--- config.mk ---
export PLATFORM = sky130hd
export DESIGN_NAME = rv_shift_opstage_flat
export DESIGN_NICKNAME = d
export VERILOG_FILES = /design/src/rtl/rv_shift_opstage_if.sv /design/src/rtl/rv_shift_opstage.sv /design/src/flat_wrapper.sv
export SDC_FILE = /design/constraint.sdc
export NUM_CORES = 1
export LEC_CHECK = 0
export ABC_CLOCK_PERIOD_IN_PS = 3700
export CAP_MARGIN = 10
export CORE_AREA = 2 2 96 98
export DETAILED_ROUTE_END_ITERATION = 6
export DIE_AREA = 0 0 98 100
export PLACE_DENSITY = 0.82
export SYNTH_ARGS = -nofsm -noshare
export SYNTH_HDL_FRONTEND = slang
export SYNTH_SLANG_ARGS = --single-unit
--- constraint.sdc ---
create_clock -name clk -period 3.7 [get_ports clk]
set_input_delay 0.74 -clock clk [delete_from_list [all_inputs] [get_ports clk]]
set_output_delay 0.74 -clock clk [all_outputs]
set_load 0.03 [all_outputs]
--- src/rtl/rv_shift_opstage_if.sv ---
// Shift-op enum plus the handshake/bypass bundle between decode, the operand stage and EX.
// Shared by rv_shift_opstage and its environment; XLEN is fixed at 32.
package rv_shift_opstage_pkg;
  typedef enum logic [1:0] {
    ALU_SLL = 2'd0,
    ALU_SRL = 2'd1,
    ALU_SRA = 2'd2
  } shift_op_e;
endpackage

interface rv_shift_opstage_if #(
  parameter int XLEN = 32,
  parameter int RA_W = 5
);
  import rv_shift_opstage_pkg::*;

  logic            flush_i;
  logic            id_valid_i;
  logic            id_ready_o;
  shift_op_e       id_op_i;
  logic [RA_W-1:0] id_rs1_addr_i;
  logic [RA_W-1:0] id_rs2_addr_i;
  logic [XLEN-1:0] id_rs1_data_i;
  logic [XLEN-1:0] id_rs2_data_i;
  logic            id_use_imm_i;
  logic [4:0]      id_imm_i;
  logic [RA_W-1:0] id_rd_i;
  logic            mem_wen_i;
  logic [RA_W-1:0] mem_rd_i;
  logic [XLEN-1:0] mem_wdata_i;
  logic            wb_wen_i;
  logic [RA_W-1:0] wb_rd_i;
  logic [XLEN-1:0] wb_wdata_i;
  logic            ex_valid_o;
  logic            ex_ready_i;
  shift_op_e       ex_op_o;
  logic [XLEN-1:0] ex_op_a_o;
  logic [XLEN-1:0] ex_op_a_rev_o;
  logic [4:0]      ex_amt_o;
  logic [RA_W-1:0] ex_rd_o;

  modport slave (
    input  flush_i, id_valid_i, id_op_i, id_rs1_addr_i, id_rs2_addr_i,
           id_rs1_data_i, id_rs2_data_i, id_use_imm_i, id_imm_i, id_rd_i,
           mem_wen_i, mem_rd_i, mem_wdata_i, wb_wen_i, wb_rd_i, wb_wdata_i,
           ex_ready_i,
    output id_ready_o, ex_valid_o, ex_op_o, ex_op_a_o, ex_op_a_rev_o,
           ex_amt_o, ex_rd_o
  );

  modport master (
    output flush_i, id_valid_i, id_op_i, id_rs1_addr_i, id_rs2_addr_i,
           id_rs1_data_i, id_rs2_data_i, id_use_imm_i, id_imm_i, id_rd_i,
           mem_wen_i, mem_rd_i, mem_wdata_i, wb_wen_i, wb_rd_i, wb_wdata_i,
           ex_ready_i,
    input  id_ready_o, ex_valid_o, ex_op_o, ex_op_a_o, ex_op_a_rev_o,
           ex_amt_o, ex_rd_o
  );
endinterface

--- src/rtl/rv_shift_opstage.sv ---
// ID/EX operand stage for the shifter: MEM/WB bypass, amount select, bit-reversed op_a.
// Optional macro RV_SHIFT_OPSTAGE_SKID_EN adds a one-entry skid buffer with registered id_ready_o.
module rv_shift_opstage
  import rv_shift_opstage_pkg::*;
#(
  parameter int XLEN = 32,
  parameter int RA_W = 5
) (
  input logic               clk,
  input logic               rst_n,
  rv_shift_opstage_if.slave bus
);

  typedef struct packed {
    shift_op_e       op;
    logic [XLEN-1:0] a;
    logic [XLEN-1:0] rev;
    logic [4:0]      amt;
    logic [RA_W-1:0] rd;
  } payload_t;

  function automatic logic [XLEN-1:0] fwd_sel(
    input logic [RA_W-1:0] addr,
    input logic [XLEN-1:0] rf_data,
    input logic            mem_wen,
    input logic [RA_W-1:0] mem_rd,
    input logic [XLEN-1:0] mem_data,
    input logic            wb_wen,
    input logic [RA_W-1:0] wb_rd,
    input logic [XLEN-1:0] wb_data
  );
    if (addr == '0)                       return '0;
    else if (mem_wen && (mem_rd == addr)) return mem_data;
    else if (wb_wen && (wb_rd == addr))   return wb_data;
    else                                  return rf_data;
  endfunction

  function automatic logic [XLEN-1:0] bit_rev(input logic [XLEN-1:0] v);
    logic [XLEN-1:0] r;
    for (int i = 0; i < XLEN; i++) r[i] = v[XLEN-1-i];
    return r;
  endfunction

  logic [XLEN-1:0] w_rs1_fwd;
  logic [4:0]      w_rs2_lo;
  payload_t        w_new;
  logic            w_main_free;
  logic            w_acc;
  payload_t        r_main_p0;
  logic            r_vld_p0;

  assign w_rs1_fwd = fwd_sel(bus.id_rs1_addr_i, bus.id_rs1_data_i,
                             bus.mem_wen_i, bus.mem_rd_i, bus.mem_wdata_i,
                             bus.wb_wen_i, bus.wb_rd_i, bus.wb_wdata_i);

  // Only the low five bits of rs2 ever reach the shifter, so only they are bypassed.
  always_comb begin
    w_rs2_lo = bus.id_rs2_data_i[4:0];
    if (bus.id_rs2_addr_i == '0)
      w_rs2_lo = 5'd0;
    else if (bus.mem_wen_i && (bus.mem_rd_i == bus.id_rs2_addr_i))
      w_rs2_lo = bus.mem_wdata_i[4:0];
    else if (bus.wb_wen_i && (bus.wb_rd_i == bus.id_rs2_addr_i))
      w_rs2_lo = bus.wb_wdata_i[4:0];
  end

  always_comb begin
    w_new     = '0;
    w_new.op  = bus.id_op_i;
    w_new.a   = w_rs1_fwd;
    w_new.rev = bit_rev(w_rs1_fwd);
    w_new.amt = bus.id_use_imm_i ? bus.id_imm_i : w_rs2_lo;
    w_new.rd  = bus.id_rd_i;
  end

  assign w_main_free = !r_vld_p0 || bus.ex_ready_i;
  assign w_acc       = bus.id_valid_i && bus.id_ready_o;

`ifdef RV_SHIFT_OPSTAGE_SKID_EN
  payload_t r_skid_p1;
  logic     r_skid_vld_p1;

  assign bus.id_ready_o = !r_skid_vld_p1;

  // ---- stage boundary: main + skid registers ----
  always_ff @(posedge clk or negedge rst_n) begin
    if (!rst_n) begin
      r_vld_p0      <= 1'b0;
      r_main_p0     <= '0;
      r_skid_vld_p1 <= 1'b0;
      r_skid_p1     <= '0;
    end else if (bus.flush_i) begin
      r_vld_p0      <= 1'b0;
      r_skid_vld_p1 <= 1'b0;
    end else if (w_main_free) begin
      if (r_skid_vld_p1) begin
        r_main_p0     <= r_skid_p1;
        r_vld_p0      <= 1'b1;
        r_skid_vld_p1 <= 1'b0;
      end else begin
        r_vld_p0 <= w_acc;
        if (w_acc) r_main_p0 <= w_new;
      end
    end else if (w_acc) begin
      r_skid_p1     <= w_new;
      r_skid_vld_p1 <= 1'b1;
    end
  end
`else
  assign bus.id_ready_o = w_main_free;

  // ---- stage boundary: main register ----
  always_ff @(posedge clk or negedge rst_n) begin
    if (!rst_n) begin
      r_vld_p0  <= 1'b0;
      r_main_p0 <= '0;
    end else if (bus.flush_i) begin
      r_vld_p0 <= 1'b0;
    end else if (w_main_free) begin
      r_vld_p0 <= w_acc;
      if (w_acc) r_main_p0 <= w_new;
    end
  end
`endif

  assign bus.ex_valid_o    = r_vld_p0;
  assign bus.ex_op_o       = r_main_p0.op;
  assign bus.ex_op_a_o     = r_main_p0.a;
  assign bus.ex_op_a_rev_o = r_main_p0.rev;
  assign bus.ex_amt_o      = r_main_p0.amt;
  assign bus.ex_rd_o       = r_main_p0.rd;

endmodule
--- src/flat_wrapper.sv ---
// flat-port wrapper written by rule: the top's interface ports become plain ports
module rv_shift_opstage_flat import rv_shift_opstage_pkg::*;
#(
  parameter int XLEN = 32,
  parameter int RA_W = 5
)
  (clk, rst_n, bus_flush_i, bus_id_valid_i, bus_id_op_i, bus_id_rs1_addr_i, bus_id_rs2_addr_i, bus_id_rs1_data_i, bus_id_rs2_data_i, bus_id_use_imm_i, bus_id_imm_i, bus_id_rd_i, bus_mem_wen_i, bus_mem_rd_i, bus_mem_wdata_i, bus_wb_wen_i, bus_wb_rd_i, bus_wb_wdata_i, bus_ex_ready_i, bus_id_ready_o, bus_ex_valid_o, bus_ex_op_o, bus_ex_op_a_o, bus_ex_op_a_rev_o, bus_ex_amt_o, bus_ex_rd_o);
  rv_shift_opstage_if #(.XLEN(XLEN), .RA_W(RA_W)) bus_i ();
  input logic clk;
  input logic rst_n;
  input wire logic [$bits(bus_i.flush_i)-1:0] bus_flush_i;
  input wire logic [$bits(bus_i.id_valid_i)-1:0] bus_id_valid_i;
  input wire logic [$bits(bus_i.id_op_i)-1:0] bus_id_op_i;
  input wire logic [$bits(bus_i.id_rs1_addr_i)-1:0] bus_id_rs1_addr_i;
  input wire logic [$bits(bus_i.id_rs2_addr_i)-1:0] bus_id_rs2_addr_i;
  input wire logic [$bits(bus_i.id_rs1_data_i)-1:0] bus_id_rs1_data_i;
  input wire logic [$bits(bus_i.id_rs2_data_i)-1:0] bus_id_rs2_data_i;
  input wire logic [$bits(bus_i.id_use_imm_i)-1:0] bus_id_use_imm_i;
  input wire logic [$bits(bus_i.id_imm_i)-1:0] bus_id_imm_i;
  input wire logic [$bits(bus_i.id_rd_i)-1:0] bus_id_rd_i;
  input wire logic [$bits(bus_i.mem_wen_i)-1:0] bus_mem_wen_i;
  input wire logic [$bits(bus_i.mem_rd_i)-1:0] bus_mem_rd_i;
  input wire logic [$bits(bus_i.mem_wdata_i)-1:0] bus_mem_wdata_i;
  input wire logic [$bits(bus_i.wb_wen_i)-1:0] bus_wb_wen_i;
  input wire logic [$bits(bus_i.wb_rd_i)-1:0] bus_wb_rd_i;
  input wire logic [$bits(bus_i.wb_wdata_i)-1:0] bus_wb_wdata_i;
  input wire logic [$bits(bus_i.ex_ready_i)-1:0] bus_ex_ready_i;
  output wire logic [$bits(bus_i.id_ready_o)-1:0] bus_id_ready_o;
  output wire logic [$bits(bus_i.ex_valid_o)-1:0] bus_ex_valid_o;
  output wire logic [$bits(bus_i.ex_op_o)-1:0] bus_ex_op_o;
  output wire logic [$bits(bus_i.ex_op_a_o)-1:0] bus_ex_op_a_o;
  output wire logic [$bits(bus_i.ex_op_a_rev_o)-1:0] bus_ex_op_a_rev_o;
  output wire logic [$bits(bus_i.ex_amt_o)-1:0] bus_ex_amt_o;
  output wire logic [$bits(bus_i.ex_rd_o)-1:0] bus_ex_rd_o;
  assign bus_i.flush_i = bus_flush_i;
  assign bus_i.id_valid_i = bus_id_valid_i;
  assign bus_i.id_op_i = bus_id_op_i;
  assign bus_i.id_rs1_addr_i = bus_id_rs1_addr_i;
  assign bus_i.id_rs2_addr_i = bus_id_rs2_addr_i;
  assign bus_i.id_rs1_data_i = bus_id_rs1_data_i;
  assign bus_i.id_rs2_data_i = bus_id_rs2_data_i;
  assign bus_i.id_use_imm_i = bus_id_use_imm_i;
  assign bus_i.id_imm_i = bus_id_imm_i;
  assign bus_i.id_rd_i = bus_id_rd_i;
  assign bus_i.mem_wen_i = bus_mem_wen_i;
  assign bus_i.mem_rd_i = bus_mem_rd_i;
  assign bus_i.mem_wdata_i = bus_mem_wdata_i;
  assign bus_i.wb_wen_i = bus_wb_wen_i;
  assign bus_i.wb_rd_i = bus_wb_rd_i;
  assign bus_i.wb_wdata_i = bus_wb_wdata_i;
  assign bus_i.ex_ready_i = bus_ex_ready_i;
  assign bus_id_ready_o = bus_i.id_ready_o;
  assign bus_ex_valid_o = bus_i.ex_valid_o;
  assign bus_ex_op_o = bus_i.ex_op_o;
  assign bus_ex_op_a_o = bus_i.ex_op_a_o;
  assign bus_ex_op_a_rev_o = bus_i.ex_op_a_rev_o;
  assign bus_ex_amt_o = bus_i.ex_amt_o;
  assign bus_ex_rd_o = bus_i.ex_rd_o;
  rv_shift_opstage #(.XLEN(XLEN), .RA_W(RA_W)) u_core (.clk(clk), .rst_n(rst_n), .bus(bus_i));
endmodule
======== Word level (Yosys, flattened, before mapping) ========
Cells that the tools add are included.
word-level totals
  flip-flop bits (word level) ............. 77
  bits in latches ......................... 0
  RAM bits ................................ 0
  memory bits (read-only) ................. 0
  input bits .............................. 168
  output and inout port bits .............. 78
  memories ................................ 0
cells by class
  add/sub/neg operators ................... 0
  multipliers ............................. 0
  divide/modulo/power cells ............... 0
  order comparisons ....................... 0
  eq/ne operators ......................... 4
  shift-type cells ........................ 0
  multiplexer cells ....................... 9
  bitwise logic cells ..................... 1
  reduce and logical (&&, ||, !) cells .... 11
operators by type and width
  cell               number
  $mux 32            3
  $eq 5x5->1         4
  $mux 5             4
  $logic_not 5->1    2
  $logic_and 1x1->1  5
  $reduce_and 3->1   1
  $mux 1             2
  $reduce_bool 2->1  1
  $logic_not 1->1    1
  $logic_or 1x1->1   1
  $not 1->1          1

======== Depth between registers and ports, before layout ========
Gate-level depths: netlist (run 1).
  word-level depth ........................ 6
  depth in mapped cells ................... 8
  depth with buffers taken out ............ 6

======== Worst setup path after synthesis (run 1) ========
No wires, ideal clock.
  path type ............................... input-to-reg
  start point ............................. in bus_wb_rd_i[2]
  end point ............................... reg u_core.r_main_p0 (netlist bit u_core.bus.ex_op_a_rev_o[3])
  setup time .............................. 123 ps
  data arrival time ....................... 1826 ps
  setup slack ............................. 1751 ps
  stages on the path ...................... 7
  cells stage by stage .................... xor2_1 -> nor4_1 -> and3_1 -> buf_6 -> buf_12 -> mux2i_1 -> o21ai_2
between the ends
  longest elaborated chain between the ends .. 5
RTL lines
  item                  RTL line                 RTL
  start, declared       flat_wrapper.sv:25       input wire logic [$bits(bus_i.wb_rd_i)-1:0] bus_wb_rd_i;
  $eq 5x5->1            rv_shift_opstage.sv:34   else if (wb_wen && (wb_rd == addr)) return wb_data;
  $logic_and 1x1->1     rv_shift_opstage.sv:34
  $mux 32               rv_shift_opstage.sv:34
  $mux 32               rv_shift_opstage.sv:33   else if (mem_wen && (mem_rd == addr)) return mem_data;
  $mux 32               rv_shift_opstage.sv:32   if (addr == '0) return '0;
  end signal, assigned  rv_shift_opstage.sv:121  if (w_acc) r_main_p0 <= w_new;
  end, declared         rv_shift_opstage.sv:49   payload_t r_main_p0;
Every way passes these cells.
A chain may end at the register's enable or synchronous reset.

======== Worst setup path after layout (run 1) ========
  start point ............................. in bus_id_rs1_addr_i[2]
  end point ............................... reg u_core.r_main_p0 (netlist bit u_core.bus.ex_op_a_rev_o[6])
between the ends
  longest elaborated chain between the ends .. 5
  elaborated cells on any way between the ends .. 8
  those cells by class .................... 2 x eq/ne; 3 x mux; 3 x reduce/logical
RTL lines
  item               RTL line                RTL
  start, declared    flat_wrapper.sv:14      input wire logic [$bits(bus_i.id_rs1_addr_i)-1:0] bus_id_rs1_addr_i;
  $eq 5x5->1         rv_shift_opstage.sv:34
  $logic_and 1x1->1  rv_shift_opstage.sv:34
  $mux 32            rv_shift_opstage.sv:34
  $mux 32            rv_shift_opstage.sv:33
  $mux 32 *          rv_shift_opstage.sv:32
Every way passes the cells marked *; elsewhere a longest branch is shown, timed or not.

==> results of run 1 <==
==> final timing paths <==
path	depth (start not counted)	start	end	slack [ns]
worst max-delay path	7	bus_id_rs1_addr_i[2]	u_core.bus.ex_op_a_rev_o[6]	0.76
worst min-delay path	2	u_core.bus.ex_rd_o[4]	u_core.bus.ex_rd_o[4]	0.48
worst max register to register	8	u_core.bus.ex_valid_o	u_core.bus.ex_op_a_rev_o[21]	1.40
worst min register to register	2	u_core.bus.ex_rd_o[4]	u_core.bus.ex_rd_o[4]	0.48
max in group asynchronous	1	rst_n	u_core.bus.ex_amt_o[0]	2.49
min in group asynchronous	1	rst_n	u_core.bus.ex_op_a_rev_o[12]	0.61
==> kinds of logic (layout without fill, tap and decap cells) <==
kind of cell           count (synthesis)  after routing  synth area share
AO/OA/AOI/OAI                         75             75             0.172
flip-flops                            45             45             0.397
AND/OR/NAND/NOR                       52             52            0.0962
buffers and inverters                 51            231             0.143
XOR/XNOR                              20             20            0.0618
multiplexers                          37             37             0.131
==> cell usage after synthesis, drive strengths merged (4+ instances only) <==
cell type	n
a21oi	5
buf	45
o21ai	33
xnor2	8
o221ai	5
nand3	5
clkbuf	5
dfrtp	45
nor4	4
nor2	10
nand2	22
a22oi	32
mux2i	37
xor2	12
==> per-layer routing <==
layer,wire [um],track usage,up-vias
li1,-,-,1336
met1,3670,0.219,1350
met2,5090,0.367,140
met3,739,0.0501,8
met4,111,0.0427,0
met5,0,0,-
==> power groups by stage <==
stage          sequential (mW)  clock, mW  combinational, mW
6_report                 0.633      0.297              0.887
5_1_grt                  0.647      0.336              0.933
4_1_cts                  0.635      0.313              0.896
3_5_place_dp             0.643          0              0.894
3_3_place_gp             0.640          0              0.882
2_1_floorplan            0.786          0              0.345
==> area by class of cell <==
cell class	instances	area, um^2
repair buffers	222	2220
inverters	1	3.75
fillers	799	4010
multi-input cells	184	1310
flip-flops and latches	45	1130
well taps	111	139
clock inverters	1	7.51
clock buffers	7	76.3
==> per-stage QoR <==
step / cell area, um^2 / hold slack (ns) / worst slack [ns] / util / std cells
6_report: 4880 / 0.482 / 0.760 / 0.549 / 571
3_5_place_dp: 4800 / 0.465 / 0.421 / 0.540 / 563
2_1_floorplan: 2840 / 0.444 / 1.75 / - / 280
3_3_place_gp: 4800 / 0.462 / 0.532 / 0.540 / 563
5_1_grt: 4880 / 0.518 / 0.585 / 0.549 / 571
4_1_cts: 4880 / 0.486 / 0.719 / 0.549 / 571
==> worst max-delay path: cells and delay by family <==
| family | cells | cell delay, ns |
|---|---|---|
| xor gates and xnor gates | 1 | 0.14 |
| buffers and inverters | 2 | 0.92 |
| AOI/OAI and AO/OA | 2 | 0.21 |
| and+or+nand+nor | 2 | 1.14 |
==> registers in the layout, summed over array words and instances (netlist names) <==
name                      flops
u_core.bus.ex_amt_o           5
u_core.bus.ex_rd_o            5
u_core.bus.ex_op_a_o          1
u_core.bus.ex_valid_o         1
u_core.bus.ex_op_o            2
u_core.bus.ex_op_a_rev_o     31
==> reports/results.md, run 1 <==
| Result | Value | Unit |
| --- | --- | --- |
| Actual slew at the worst max-slew pin | 1.01 | ns |
| Routability congestion estimate from global placement | 0.838 | - |
| Setup tns final | 0 | ns |
| Area share of the leading cell type in the synthesized netlist | 0.397 | - |
| Skew final | 0.00302 | ns |
| Int Power | 1.13 | mW |
| Yosys synthesis warning count | 0 | - |
| Number of flops mapped to enable cells by yosys | 0 | - |
| Area added between synthesis and finish | 72.2 | % |
| Post-synthesis cell type with the largest combined area | sky130_fd_sc_hd__dfrtp_1 | - |
| Inserted Diodes | 0 | - |
| Worst-path fanout max | 17 | - |
| Placeable core region | 8890 | um^2 |
| Number of buffers inserted by port buffering | 218 | - |
| Number of vias per cell | 4.96 | - |
| Fmax | 340 | MHz |
| Number of clock sinks | 45 | - |
| Routed len/inst | 16.8 | um |
| Critical path endpoint category | flop | - |
| Final worst path period share | 0.795 | - |
| Final hold viol count | 0 | - |
| Flop and latch count out of synthesis | 45 | - |
| Share of the yosys chip area belonging to registers | 0.397 | - |
| Combined global-route utilization of all metal layers | 0.194 | - |
| Avg Cell Area, Syn | 10.1 | um^2 |
| Peak supply drop | 0.187 | mV |
| Net count after synthesis | 448 | - |
| Most frequent standard cell in the layout excluding fill and tap cells | sky130_fd_sc_hd__clkdlybuf4s50_1 | - |
| Hold bufs inserted after CTS | 0 | - |
| Max-cap violation count | 0 | - |
| Chip Width | 98 | um |
| Clock root buffer master | sky130_fd_sc_hd__clkbuf_8 | - |
| Power density over the cells | 372 | nW/um^2 |
| Vias in the first global route | 3043 | - |
| Top_reg_cell synth | sky130_fd_sc_hd__dfrtp_1 | - |
| Number of nets at the end of the flow | 627 | - |
| Ranking of synthesized cells by area | sky130_fd_sc_hd__dfrtp_1 40%, sky130_fd_sc_hd__mux2i_1 13%, sky130_fd_sc_hd__buf_4 9.3% | - |
| Number of iterations in the first detailed-routing pass | 4 | - |
| Die area | 9800 | um^2 |
| Initial Utilization | 0.319 | - |
| Clock-pin transition on the worst setup and hold timing paths | 0.08 | ns |
| Worst path slowest cell | sky130_fd_sc_hd__nor4_4 | - |
| Cell breakdown of the critical path | clkdlybuf4s50_1 -> xnor2_1 -> nand4_1 -> nor4_4 -> buf_4 -> a22oi_1 -> o21ai_1 | - |
| Power consumption | 1.82 | mW |
| Startpoint-to-endpoint class of the critical path | input port to flop | - |
| Clock buffer count from CTS | 5 | - |
| Total detailed-routing wirelength | 9620 | um |
| Count of pins over their slew limit | 0 | - |
| Proportion of power drawn by combinational gates | 0.488 | - |
| Status | finished, final reports clean | - |
| Height of the die | 100 | um |
| Violation count after the first detailed-routing iteration | 63 | - |
| Unrepaired setup endpoints after global routing | no | - |
| Longest individual stage delay on the worst path | 0.92 | ns |
| Post-CTS setup-driven buffer insertion count | 0 | - |
| Most frequent cells in the layout | 217 x sky130_fd_sc_hd__clkdlybuf4s50_1, 45 x sky130_fd_sc_hd__dfrtp_1, 37 x sky130_fd_sc_hd__mux2i_1, 31 x sky130_fd_sc_hd__a22oi_1, 29 x sky130_fd_sc_hd__o21ai_1 | - |
| Psw | 0.683 | mW |
| Clock tree from TritonCTS | yes | - |
| First-pass GRT wire length | 15200 | um |
| Antenna violations before repair | 0 | - |
| Critical path data required time | 3.91 | ns |
| Number of setup violations in the final report | 0 | - |
| H-Tree Level Count | 2 | - |
| Part of the total power dissipated in the clock network | 0.163 | - |
| Count of pins on the block boundary | 246 | - |
| Min Clock Period, post-route | 2.94 | ns |
| Row Count | 35 | - |
| Kind of start point of the critical path | input port | - |
| Number of unique standard cell types used by synthesis | 31 | - |
| Worst-Skew Late Latency | 0.29 | ns |
| Crit path DAT | 3.15 | ns |
| Worst hold path type | flop to flop | - |
| Switching power as a share of total power | 0.376 | - |
| Reg power frac | 0.348 | - |
| Aggregate global routing overflow | 0 | - |
| Static Leakage | 1.83 | nW |
| Worst slew margin relative to its limit | 0.324 | - |
| Maximum number of pins on one net before global-route repair | 47 | - |
| Fraction of final layout cells sized beyond drive strength 1 | 0.0457 | - |
| Post-Synthesis Cells | 280 | - |
| Post-Synthesis Cell Area | 2840 | um^2 |
| HPWL Detailed | 7580 | um |
| CTS Buffer Depth | 2 | - |
| Vias post-DR | 2834 | - |
| Count of unresolved DRC violations after routing | 0 | - |
| Post-synthesis async set-or-reset flop share | 1.00 | - |
| Post-CTS Resized | 0 | - |
| Detail Route Antenna Nets | 0 | - |
No activity file was read; power rests on OpenSTA's default activity.
==> run 2: changes to the inputs <==
--- a/config.mk
+++ b/config.mk
@@ -5,12 +5,12 @@
 export SDC_FILE = /design/constraint.sdc
 export NUM_CORES = 1
 export LEC_CHECK = 0
-export ABC_CLOCK_PERIOD_IN_PS = 3700
+export ABC_CLOCK_PERIOD_IN_PS = 2600
 export CAP_MARGIN = 10
-export CORE_AREA = 2 2 96 98
+export CORE_ASPECT_RATIO = 2
+export CORE_UTILIZATION = 29
 export DETAILED_ROUTE_END_ITERATION = 6
-export DIE_AREA = 0 0 98 100
-export PLACE_DENSITY = 0.82
+export PLACE_DENSITY = 0.78
 export SYNTH_ARGS = -nofsm -noshare
 export SYNTH_HDL_FRONTEND = slang
 export SYNTH_SLANG_ARGS = --single-unit
==> constraint.sdc (replaced) <==
create_clock -name clk -period 2.6 [get_ports clk]
set_input_delay 0.52 -clock clk [delete_from_list [all_inputs] [get_ports clk]]
set_output_delay 0.52 -clock clk [all_outputs]
set_load 0.03 [all_outputs]
==> run 2 against run 1 <==
  * Flip-flop and latch count did not move
  * Critical path depth fell by 3
  * Cell area rose by 3.0%
  * Routed wire length rose by 4.0%
==> reports/results.md, run 2 (synthesis results as in run 1) <==
| Result | Value | Unit | Delta |
| --- | --- | --- | --- |
| Met2 wire length | 5700 | um | +12% |
| Number of buffers inserted by port buffering | 218 | - | unchanged |
| Min Clock Period, post-route | 2.31 | ns |  |
| Met3 wire length | 550 | um | -26% |
| Cell seen most often among critical-path stages | sky130_fd_sc_hd__clkdlybuf4s50_1 | - |  |
| Post-CTS Resized | 0 | - | unchanged |
| Unrepaired setup endpoints after global routing | no | - |  |
| Clock tree from TritonCTS | yes | - |  |
| Die area | 10200 | um^2 | +4.1% |
| Most frequent standard cell in the layout excluding fill and tap cells | sky130_fd_sc_hd__clkdlybuf4s50_1 | - |  |
| Flip-flop count of the largest register, all copies and words added | 31 | - | unchanged |
| Number of vias per cell | 4.81 | - | -3.1% |
| HPWL Detailed | 8020 | um | +5.9% |
| Critical path endpoint category | primary output | - |  |
| Final worst path period share | 0.888 | - |  |
| Routability congestion estimate from global placement | 0.859 | - | +2.6% |
| Number of clock sinks | 45 | - | unchanged |
| Placed inst area | 4890 | um^2 | +1.8% |
| Clock buffer count from CTS | 5 | - | unchanged |
| Top Family by Delay on Critical Path | buffers and inverters | - |  |
| Vias in the first global route | 3039 | - | -0.13% |
| Clock root buffer master | sky130_fd_sc_hd__clkbuf_16 | - |  |
| Worst-Skew Late Latency | 0.28 | ns | about the same |
| Aggregate global routing overflow | 0 | - | unchanged |
| Startpoint-to-endpoint class of the critical path | input port to primary output | - |  |
| Cell breakdown of the critical path | clkdlybuf4s50_1 -> nor2b_4 -> inv_2 -> clkdlybuf4s50_1 | - |  |
| Area added between synthesis and finish | 77.3 | % |  |
| CTS Buffer Depth | 2 | - | unchanged |
| First-pass GRT wire length | 15200 | um | -0.59% |
| Worst setup path start | bus_ex_ready_i | - |  |
| Final hold viol count | 0 | - | unchanged |
| Count of pins on the block boundary | 246 | - | unchanged |
| Initial Utilization | 0.300 | - | -0.0188 |
| Inserted Diodes | 0 | - | unchanged |
| Total detailed-routing wirelength | 10000 | um | +4.0% |
| Peak supply drop | 0.292 | mV | +56% |
| Max-cap violation count | 0 | - | unchanged |
| Post-route standard cell area excluding fillers | 5030 | um^2 | +3.0% |
| Clock-pin transition on the worst setup and hold timing paths | 0.06 | ns | -0.02 ns |
| Fmax | 433 | MHz |  |
| Static Leakage | 1.89 | nW | +3.5% |
| Violation count after the first detailed-routing iteration | 70 | - | +11% |
| Number of setup violations in the final report | 0 | - | unchanged |
| Worst setup path end | bus_id_ready_o | - |  |
| Kind of start point of the critical path | input port | - |  |
| Skew final | 0.00279 | ns | -0.000230 ns |
| Crit path DAT | 1.79 | ns | -1.36 ns |
| Critical path data required time | 2.08 | ns | -1.83 ns |
| Worst R2R Setup Slack | 0.76 | ns | -0.64 ns |
| Power density over the cells | 558 | nW/um^2 | +50% |
| Worst-path fanout max | 3 | - | -14 |
| Row Count | 50 | - | +43% |
| Count of pins over their slew limit | 0 | - | unchanged |
| Final core utilization | 0.532 | - | -0.0170 |
| Count of unresolved DRC violations after routing | 0 | - | unchanged |
| Sum of buffers and inverters on the critical path | 3 | - | +1 |
| Routed len/inst | 16.8 | um | about the same |
| Most frequent cells in the layout | 217 x sky130_fd_sc_hd__clkdlybuf4s50_1, 45 x sky130_fd_sc_hd__dfrtp_1, 37 x sky130_fd_sc_hd__mux2i_1, 31 x sky130_fd_sc_hd__a22oi_1, 29 x sky130_fd_sc_hd__o21ai_1 | - |  |
| Total placed cells including tap cells | 587 | - | +4.3% |
| Longest individual stage delay on the worst path | 0.66 | ns | -0.26 ns |
| Depth of the worst register-to-register path | 6 | - | -2 |
| Stages on worst setup path | 4 | - | -3 |
| Highest metal used | met4 | - |  |
| Actual slew at the worst max-slew pin | 0.843 | ns | -0.163 ns |
| Worst hold path type | input port to async pin | - |  |
| Placeable core region | 9450 | um^2 | +6.3% |
| Worst R2R Start | u_core.bus.ex_valid_o | - |  |
| Worst slew margin relative to its limit | 0.438 | - | +0.114 |
| Reg-to-Reg End | u_core.bus.ex_amt_o[4] | - |  |
| Combined global-route utilization of all metal layers | 0.195 | - | +0.00124 |
| Detail Route Antenna Nets | 0 | - | unchanged |
| Antenna violations before repair | 0 | - | unchanged |
| H-Tree Level Count | 2 | - | unchanged |
| Maximum number of pins on one net before global-route repair | 36 | - | -23% |
| Hold bufs inserted after CTS | 0 | - | unchanged |
| Vias post-DR | 2856 | - | +0.78% |
| Number of iterations in the first detailed-routing pass | 4 | - | unchanged |
| Setup tns final | 0 | ns | unchanged |
| Routed met1 length | 3490 | um | -4.9% |
| Number of nets at the end of the flow | 632 | - | +0.80% |
| Height of the die | 142 | um | +42% |
| Fraction of final layout cells sized beyond drive strength 1 | 0.0560 | - | +0.0104 |
| Count of non-filler cells in the finished layout | 594 | - | +4.0% |
| Worst path slowest cell | sky130_fd_sc_hd__clkdlybuf4s50_1 | - |  |
| Chip Width | 71.9 | um | -27% |
| Power consumption | 2.81 | mW | +54% |
| Post-CTS setup-driven buffer insertion count | 0 | - | unchanged |
| Status | finished, final reports clean | - |  |
==> run 2: cell count changes in the layout (fill, tap and decap cells not counted) <==
cell                         previous run  this run
sky130_fd_sc_hd__clkbuf_16              0         5
sky130_fd_sc_hd__buf_12                 1         3
sky130_fd_sc_hd__clkbuf_8               5         1
sky130_fd_sc_hd__clkinvlp_4             1         0
sky130_fd_sc_hd__clkbuf_1               2         1
sky130_fd_sc_hd__buf_4                  3         6
==> run 2: how the worst min path moves through the flow <==
| stage | end | cells after the start | start |
|---|---|---|---|
| global placement | u_core.bus.ex_rd_o[4] | 2 | u_core.bus.ex_rd_o[4] |
| finish | u_core.bus.ex_op_a_rev_o[24] | 1 | rst_n |
| CTS | u_core.bus.ex_op_a_rev_o[24] | 1 | rst_n |
| floorplan | u_core.bus.ex_amt_o[0] | 0 | rst_n |
| detailed placement | u_core.bus.ex_rd_o[4] | 2 | u_core.bus.ex_rd_o[4] |
| global route | u_core.bus.ex_op_a_rev_o[24] | 1 | rst_n |
==> run 2: where the power goes <==
group	leakage, nW	switching [mW]	internal, mW
Combinational	1.27	0.656	0.621
Sequential	0.554	0.0904	0.811
Clock	0.0700	0.250	0.378
==> run 2: area by class of cell <==
cell class | instances | area (um^2)
multi-input combinational | 184 | 1310
timing repair buffer | 227 | 2280
clock buffer | 7 | 143
tap | 130 | 163
fill | 853 | 4420
inverter | 1 | 3.75
sequential | 45 | 1130
==> run 2: routing by layer <==
layer,vias to the layer above,GRT usage
met3,21,0.0298
met5,-,0
met1,1347,0.193
met2,142,0.382
met4,0,0.0877
li1,1346,-
==> run 2: metrics by stage <==
step           setup slack (ns)  hold slack, ns
5_1_grt                   0.248           0.401
2_1_floorplan             0.796           0.224
3_3_place_gp              0.172           0.460
6_report                  0.292           0.337
3_5_place_dp              0.157           0.474
4_1_cts                   0.285           0.368
